`src/rtl/ram_bist.sv`:
```
// March C- built-in self-test initiator for a single-port register-file RAM
// whose address 0 is hard-wired to read zero. Reports pass/fail and the first
// failing address; aborts on the first mismatch.
module ram_bist #(
  parameter int unsigned N = 4,
  parameter int unsigned M = 32
) (
  input  logic         clk,
  input  logic         rst,
  input  logic         start,
  output logic         busy,
  output logic         done,
  output logic         pass,
  output logic [N-1:0] fail_adr,
  output logic         ram_we,
  output logic [N-1:0] ram_adr,
  output logic [M-1:0] ram_din,
  input  logic [M-1:0] ram_dout
);

  localparam logic [N-1:0] ADR_FIRST = N'(1);
  localparam logic [N-1:0] ADR_LAST  = '1;
  localparam logic [M-1:0] P0        = '0;
  localparam logic [M-1:0] P1        = '1;

  typedef enum logic [3:0] {
    IDLE, ZCHK, M0, M1R, M1W, M2R, M2W, M3R, M3W, M4R, M4W, M5
  } state_t;

  state_t         state;
  logic [N-1:0]   adr;
  logic           rd_c;
  logic [M-1:0]   exp_c;
  logic           miss_c;

  // RAM port and read-check decode from state and address counter
  always_comb begin
    ram_we  = 1'b0;
    ram_adr = adr;
    ram_din = P0;
    rd_c    = 1'b0;
    exp_c   = P0;
    case (state)
      IDLE: ram_adr = '0;
      ZCHK: begin ram_adr = '0; rd_c = 1'b1; end
      M0:   ram_we = 1'b1;
      M1R:  rd_c = 1'b1;
      M1W:  begin ram_we = 1'b1; ram_din = P1; end
      M2R:  begin rd_c = 1'b1; exp_c = P1; end
      M2W:  ram_we = 1'b1;
      M3R:  rd_c = 1'b1;
      M3W:  begin ram_we = 1'b1; ram_din = P1; end
      M4R:  begin rd_c = 1'b1; exp_c = P1; end
      M4W:  ram_we = 1'b1;
      M5:   rd_c = 1'b1;
      default: ;
    endcase
  end

  // Read data is combinational, so the compare happens in the address cycle
  assign miss_c = rd_c && (ram_dout != exp_c);

  // March sequencer: state, address counter and registered status
  always_ff @(posedge clk or posedge rst) begin
    if (rst) begin
      state    <= IDLE;
      adr      <= '0;
      busy     <= 1'b0;
      done     <= 1'b0;
      pass     <= 1'b0;
      fail_adr <= '0;
    end else if (miss_c) begin
      state    <= IDLE;
      adr      <= '0;
      busy     <= 1'b0;
      done     <= 1'b1;
      pass     <= 1'b0;
      fail_adr <= ram_adr;
    end else begin
      case (state)
        IDLE: begin
          if (start) begin
            state    <= ZCHK;
            adr      <= '0;
            busy     <= 1'b1;
            done     <= 1'b0;
            pass     <= 1'b0;
            fail_adr <= '0;
          end
        end
        ZCHK: begin
          adr   <= ADR_FIRST;
          state <= M0;
        end
        M0: begin
          if (adr == ADR_LAST) begin
            adr   <= ADR_FIRST;
            state <= M1R;
          end else begin
            adr <= adr + N'(1);
          end
        end
        M1R: state <= M1W;
        M1W: begin
          if (adr == ADR_LAST) begin
            adr   <= ADR_FIRST;
            state <= M2R;
          end else begin
            adr   <= adr + N'(1);
            state <= M1R;
          end
        end
        M2R: state <= M2W;
        M2W: begin
          if (adr == ADR_LAST) begin
            adr   <= ADR_LAST;
            state <= M3R;
          end else begin
            adr   <= adr + N'(1);
            state <= M2R;
          end
        end
        M3R: state <= M3W;
        M3W: begin
          if (adr == ADR_FIRST) begin
            adr   <= ADR_LAST;
            state <= M4R;
          end else begin
            adr   <= adr - N'(1);
            state <= M3R;
          end
        end
        M4R: state <= M4W;
        M4W: begin
          if (adr == ADR_FIRST) begin
            adr   <= ADR_LAST;
            state <= M5;
          end else begin
            adr   <= adr - N'(1);
            state <= M4R;
          end
        end
        M5: begin
          if (adr == ADR_FIRST) begin
            state    <= IDLE;
            adr      <= '0;
            busy     <= 1'b0;
            done     <= 1'b1;
            pass     <= 1'b1;
            fail_adr <= '0;
          end else begin
            adr <= adr - N'(1);
          end
        end
        default: state <= IDLE;
      endcase
    end
  end

endmodule

```
`config.mk`:
```
export PLATFORM = sky130hd
export DESIGN_NAME = ram_bist
export DESIGN_NICKNAME = d
export VERILOG_FILES = /design/src/rtl/ram_bist.sv
export SDC_FILE = /design/constraint.sdc
export NUM_CORES = 1
export LEC_CHECK = 0
export BUFFER_PORTS_ARGS = -buffer_cell sky130_fd_sc_hd__buf_4
export CORE_MARGIN = 2
export CORE_UTILIZATION = 49
export DETAILED_ROUTE_END_ITERATION = 12
export PLACE_DENSITY = 0.93
export SLEW_MARGIN = 20
export SYNTH_ARGS = -nofsm -noshare
export SYNTH_HDL_FRONTEND = slang
export SYNTH_SLANG_ARGS = --single-unit
```
`constraint.sdc`:
```
create_clock -name clk -period 6.2 [get_ports clk]
set_clock_uncertainty 0.05 [all_clocks]
set_input_delay 0 -clock clk [delete_from_list [all_inputs] [get_ports clk]]
set_output_delay 0 -clock clk [all_outputs]
set_load 0.05 [all_outputs]
```
==> metrics.txt <==
# TYPE chip_impl_metric gauge
chip_impl_metric{name="hold_viol",unit=""} 0
chip_impl_metric{name="filler_cell_count",unit=""} 261
chip_impl_metric{name="first_global_vias",unit=""} 1239
chip_impl_metric{name="worst_setup_hold_path_clk_slew",unit="ns"} 0.08
chip_impl_metric{name="core_area",unit="um2"} 2980
chip_impl_metric{name="placementRows",unit=""} 20
chip_impl_metric{name="drive_gt1_frac",unit=""} 0.363
chip_impl_metric{name="numCtsBuffers",unit=""} 3
chip_impl_metric{name="drv_cap",unit=""} 0
chip_impl_metric{name="drt_iter0_drc",unit=""} 52
chip_impl_metric{name="f_max",unit="MHz"} 384
chip_impl_metric{name="power.ir.vdd_worst",unit="mV"} 0.316
chip_impl_metric{name="layout_setup_ws",unit="ns"} 3.59
chip_impl_metric{name="crit_path_max_fanout",unit=""} 32
chip_impl_metric{name="cts-htree-levels",unit=""} 1
chip_impl_metric{name="average_footprint_of_a_synthesized_cell",unit="um2"} 7.58
chip_impl_info{name="timing.critical_path.max_delay_family",value="compound AO/OA/AOI/OAI gates"} 1
chip_impl_info{name="crit_path_top_delay_cell",value="a211oi_4"} 1
chip_impl_metric{name="input_output_buffers",unit=""} 78
chip_impl_metric{name="ys_ff_latch",unit=""} 15
chip_impl_metric{name="vias_per_cell",unit=""} 5.64
chip_impl_info{name="result_of_the_run",value="finished clean"} 1
chip_impl_metric{name="power.leakage",unit="nW"} 0.916
chip_impl_metric{name="route.final.wire_length",unit="mm"} 3.57
chip_impl_metric{name="placed_inst_area",unit="um2"} 1840
chip_impl_metric{name="ant_nets",unit=""} 0
chip_impl_metric{name="height_of_the_chip",unit="um"} 59.2
chip_impl_metric{name="slew-limit-headroom",unit=""} 0.323
chip_impl_metric{name="fin_nets",unit=""} 276
chip_impl_metric{name="die_w",unit="um"} 59.2
chip_impl_metric{name="cts-resized-gates",unit=""} 0
chip_impl_metric{name="hpwl",unit="mm"} 2.84
chip_impl_metric{name="fin_crit_sh",unit=""} 0.420
chip_impl_metric{name="grtUsageTotal",unit=""} 0.200
chip_impl_metric{name="synth_warnings",unit=""} 0
chip_impl_metric{name="synthesis.instances",unit=""} 197
chip_impl_metric{name="largest_net_degree_at_the_start_of_global_routing",unit=""} 33
chip_impl_metric{name="antennaDiodeCount",unit=""} 0
chip_impl_metric{name="synth-async-reset-ratio",unit=""} 1.00
chip_impl_metric{name="drc",unit=""} 0
chip_impl_metric{name="worst_pin_slew",unit="ns"} 1.01
chip_impl_metric{name="fp.dieArea",unit="um2"} 3510
chip_impl_metric{name="grt-ovfl-total",unit=""} 0
chip_impl_metric{name="mappedNetlistNets",unit=""} 235
chip_impl_info{name="synth_flop_cell",value="dfrtp_1"} 1
chip_impl_metric{name="place.gp.congestion",unit=""} 0.833
chip_impl_info{name="critical_path.cell_chain",value="nand2b_1 > a211oi_4 > buf_4"} 1
chip_impl_info{name="end_kind",value="output port"} 1
chip_impl_metric{name="synth_sequential_area_ratio",unit=""} 0.251
chip_impl_metric{name="top_level_ports",unit=""} 79
chip_impl_metric{name="routedWlPerCell",unit="um"} 13.2
chip_impl_info{name="rsz0062_at_grt",value="no"} 1
chip_impl_metric{name="starting_density_of_the_core",unit=""} 0.502
chip_impl_metric{name="grt_first_pass_wirelength",unit="mm"} 5.65
chip_impl_metric{name="setup_tns",unit="ns"} 0
chip_impl_info{name="tritoncts",value="done"} 1
chip_impl_metric{name="final-max-slew-violation-count",unit=""} 0
chip_impl_info{name="crit_path_start_kind",value="flip-flop"} 1
chip_impl_metric{name="syn_area",unit="um2"} 1490
chip_impl_metric{name="worst-endpoint-arrival",unit="ns"} 2.56
chip_impl_metric{name="finalSetupViolations",unit=""} 0
chip_impl_metric{name="drt_pass1_iterations",unit=""} 4
chip_impl_metric{name="clock_insertion_delay_worst_skew",unit="ns"} 0.28
chip_impl_metric{name="cp_data_required_time",unit="ns"} 6.15
chip_impl_metric{name="cp_slowest_stage_delay",unit="ns"} 0.94
chip_impl_metric{name="clock_net_sink_count",unit=""} 15
chip_impl_metric{name="ctsLongestPathBuffers",unit=""} 2
chip_impl_info{name="cts.root.buffer_cell",value="clkbuf_4"} 1
chip_impl_metric{name="netlist-cell-type-count",unit=""} 40
chip_impl_metric{name="synth_enable_flop_cells",unit=""} 0
chip_impl_info{name="critical_path_class",value="reg2out"} 1
chip_impl_info{name="worstHoldPathType",value="in2reg"} 1
chip_impl_metric{name="antenna_found_initial",unit=""} 0
chip_impl_metric{name="areaGrowthSynthToFinish",unit="%"} 25.4
chip_impl_metric{name="critical_path.n_buffers_inverters",unit=""} 1
chip_impl_metric{name="pre_cts_ws",unit="ns"} 3.77
chip_impl_metric{name="postLayoutCellArea",unit="um2"} 1870
chip_impl_metric{name="total_power_divided_by_cell_area",unit="nW/um2"} 553
chip_impl_metric{name="via_count",unit=""} 1523
chip_impl_metric{name="fin_crit",unit="ns"} 2.61
[synth_stat cells (2+ instances only)]
cell	number	share of area
nand2b_1	3	0.013
buf_4	33	0.17
o21ai_0	5	0.017
nand3_1	4	0.013
ha_1	3	0.025
inv_1	11	0.028
nor2_1	11	0.028
o211ai_1	2	0.010
nor4_1	11	0.046
nand2_1	21	0.053
a21oi_1	20	0.067
a211oi_1	2	0.010
dfrtp_1	15	0.25
nor3b_1	2	0.010
clkbuf_1	6	0.015
and3_1	3	0.013
mux2i_1	4	0.027
a31oi_1	5	0.021
nor3_1	4	0.013
buf_2	3	0.010
nand4_1	10	0.042
[repair_timing]
item	4_1_cts	5_1_grt
hold endpoints to repair	15	0
hold buffers	1	0
setup buffers	0	0
[cell families (layout without fill, tap and decap cells)]
family | after synthesis | in the layout | share of synthesized area
flip-flops | 15 | 15 | 0.251
AND/OR/NAND/NOR | 74 | 74 | 0.261
XOR/XNOR | 1 | 1 | 0.00586
AO/OA/AOI/OAI | 45 | 45 | 0.197
adder cells (fa/ha/maj) | 4 | 4 | 0.0318
buffers and inverters | 54 | 94 | 0.226
multiplexers | 4 | 4 | 0.0268
[routing by layer]
layer  GRT usage  vias to the layer above  routed length (um)
li1            -                      755                   -
met1       0.281                      684                1540
met2       0.334                       82                1700
met3      0.0175                        2                 305
met4      0.0455                        0                  17
met5           0                        -                   0
[registers in the layout, summed over array words and instances (netlist names)]
register / count
fail_adr: 4
busy: 1
adr: 4
state: 4
pass: 1
done: 1
[path summary, 6_finish.rpt]
check	start	end	slack (ns)	depth (start not counted)
max in group asynchronous	rst	adr[1]	5.47	3
hold reg to reg	done	done	0.47	1
min in group asynchronous	rst	pass	0.27	3
setup reg to reg	state[2]	busy	3.77	5
setup / recovery	state[2]	ram_din[17]	3.59	3
hold / removal	start	done	0.07	3
[worst register-to-register path, delay by kind of cell, from the launching register on]
| kind | cells | cell delay (ns) |
|---|---|---|
| simple gates | 3 | 1.21 |
| flops | 1 | 0.67 |
| compound gates | 2 | 0.34 |
[cell type report]
| cell class | instances | area, um2 | area share |
|---|---|---|---|
| tap | 33 | 41.3 | 0.0220 |
| multi-input combinational | 128 | 793 | 0.424 |
| clock buffer | 4 | 26.3 | 0.0140 |
| inverter | 11 | 41.3 | 0.0220 |
| timing repair buffer | 79 | 596 | 0.318 |
| sequential | 15 | 375 | 0.200 |
[per-stage QoR]
step                      instances  hold slack [ns]   util  power [mW]
after floorplan                 197           -0.149      -       0.884
after global placement          265           0.0279  0.617       0.970
after detailed placement        265           0.0341  0.617       0.983
after CTS                       270           0.0696  0.629        1.04
after global routing            270           0.0890  0.629        1.10
final                           270           0.0748  0.629        1.04
[cells in the final DEF (no fill, tap or decap), types with 2 or more instances in the layout]
| master | count |
|---|---|
| a21oi_1 | 20 |
| nand2_1 | 21 |
| nor3b_1 | 2 |
| and3_1 | 3 |
| o211ai_1 | 2 |
| nand4_1 | 10 |
| nor4_1 | 11 |
| buf_4 | 78 |
| clkbuf_4 | 3 |
| ha_1 | 3 |
| nand3_1 | 4 |
| nor2_1 | 11 |
| nor3_1 | 4 |
| o21ai_0 | 5 |
| nand2b_1 | 3 |
| a31oi_1 | 5 |
| inv_1 | 11 |
| mux2i_1 | 4 |
| dfrtp_1 | 15 |
[power breakdown]
part | leakage (nW) | switching, mW | internal, mW
Clock | 0.0150 | 0.0281 | 0.0250
Combinational | 0.701 | 0.538 | 0.244
Sequential | 0.199 | 0.0750 | 0.126
(Power assumes the default switching activity.)
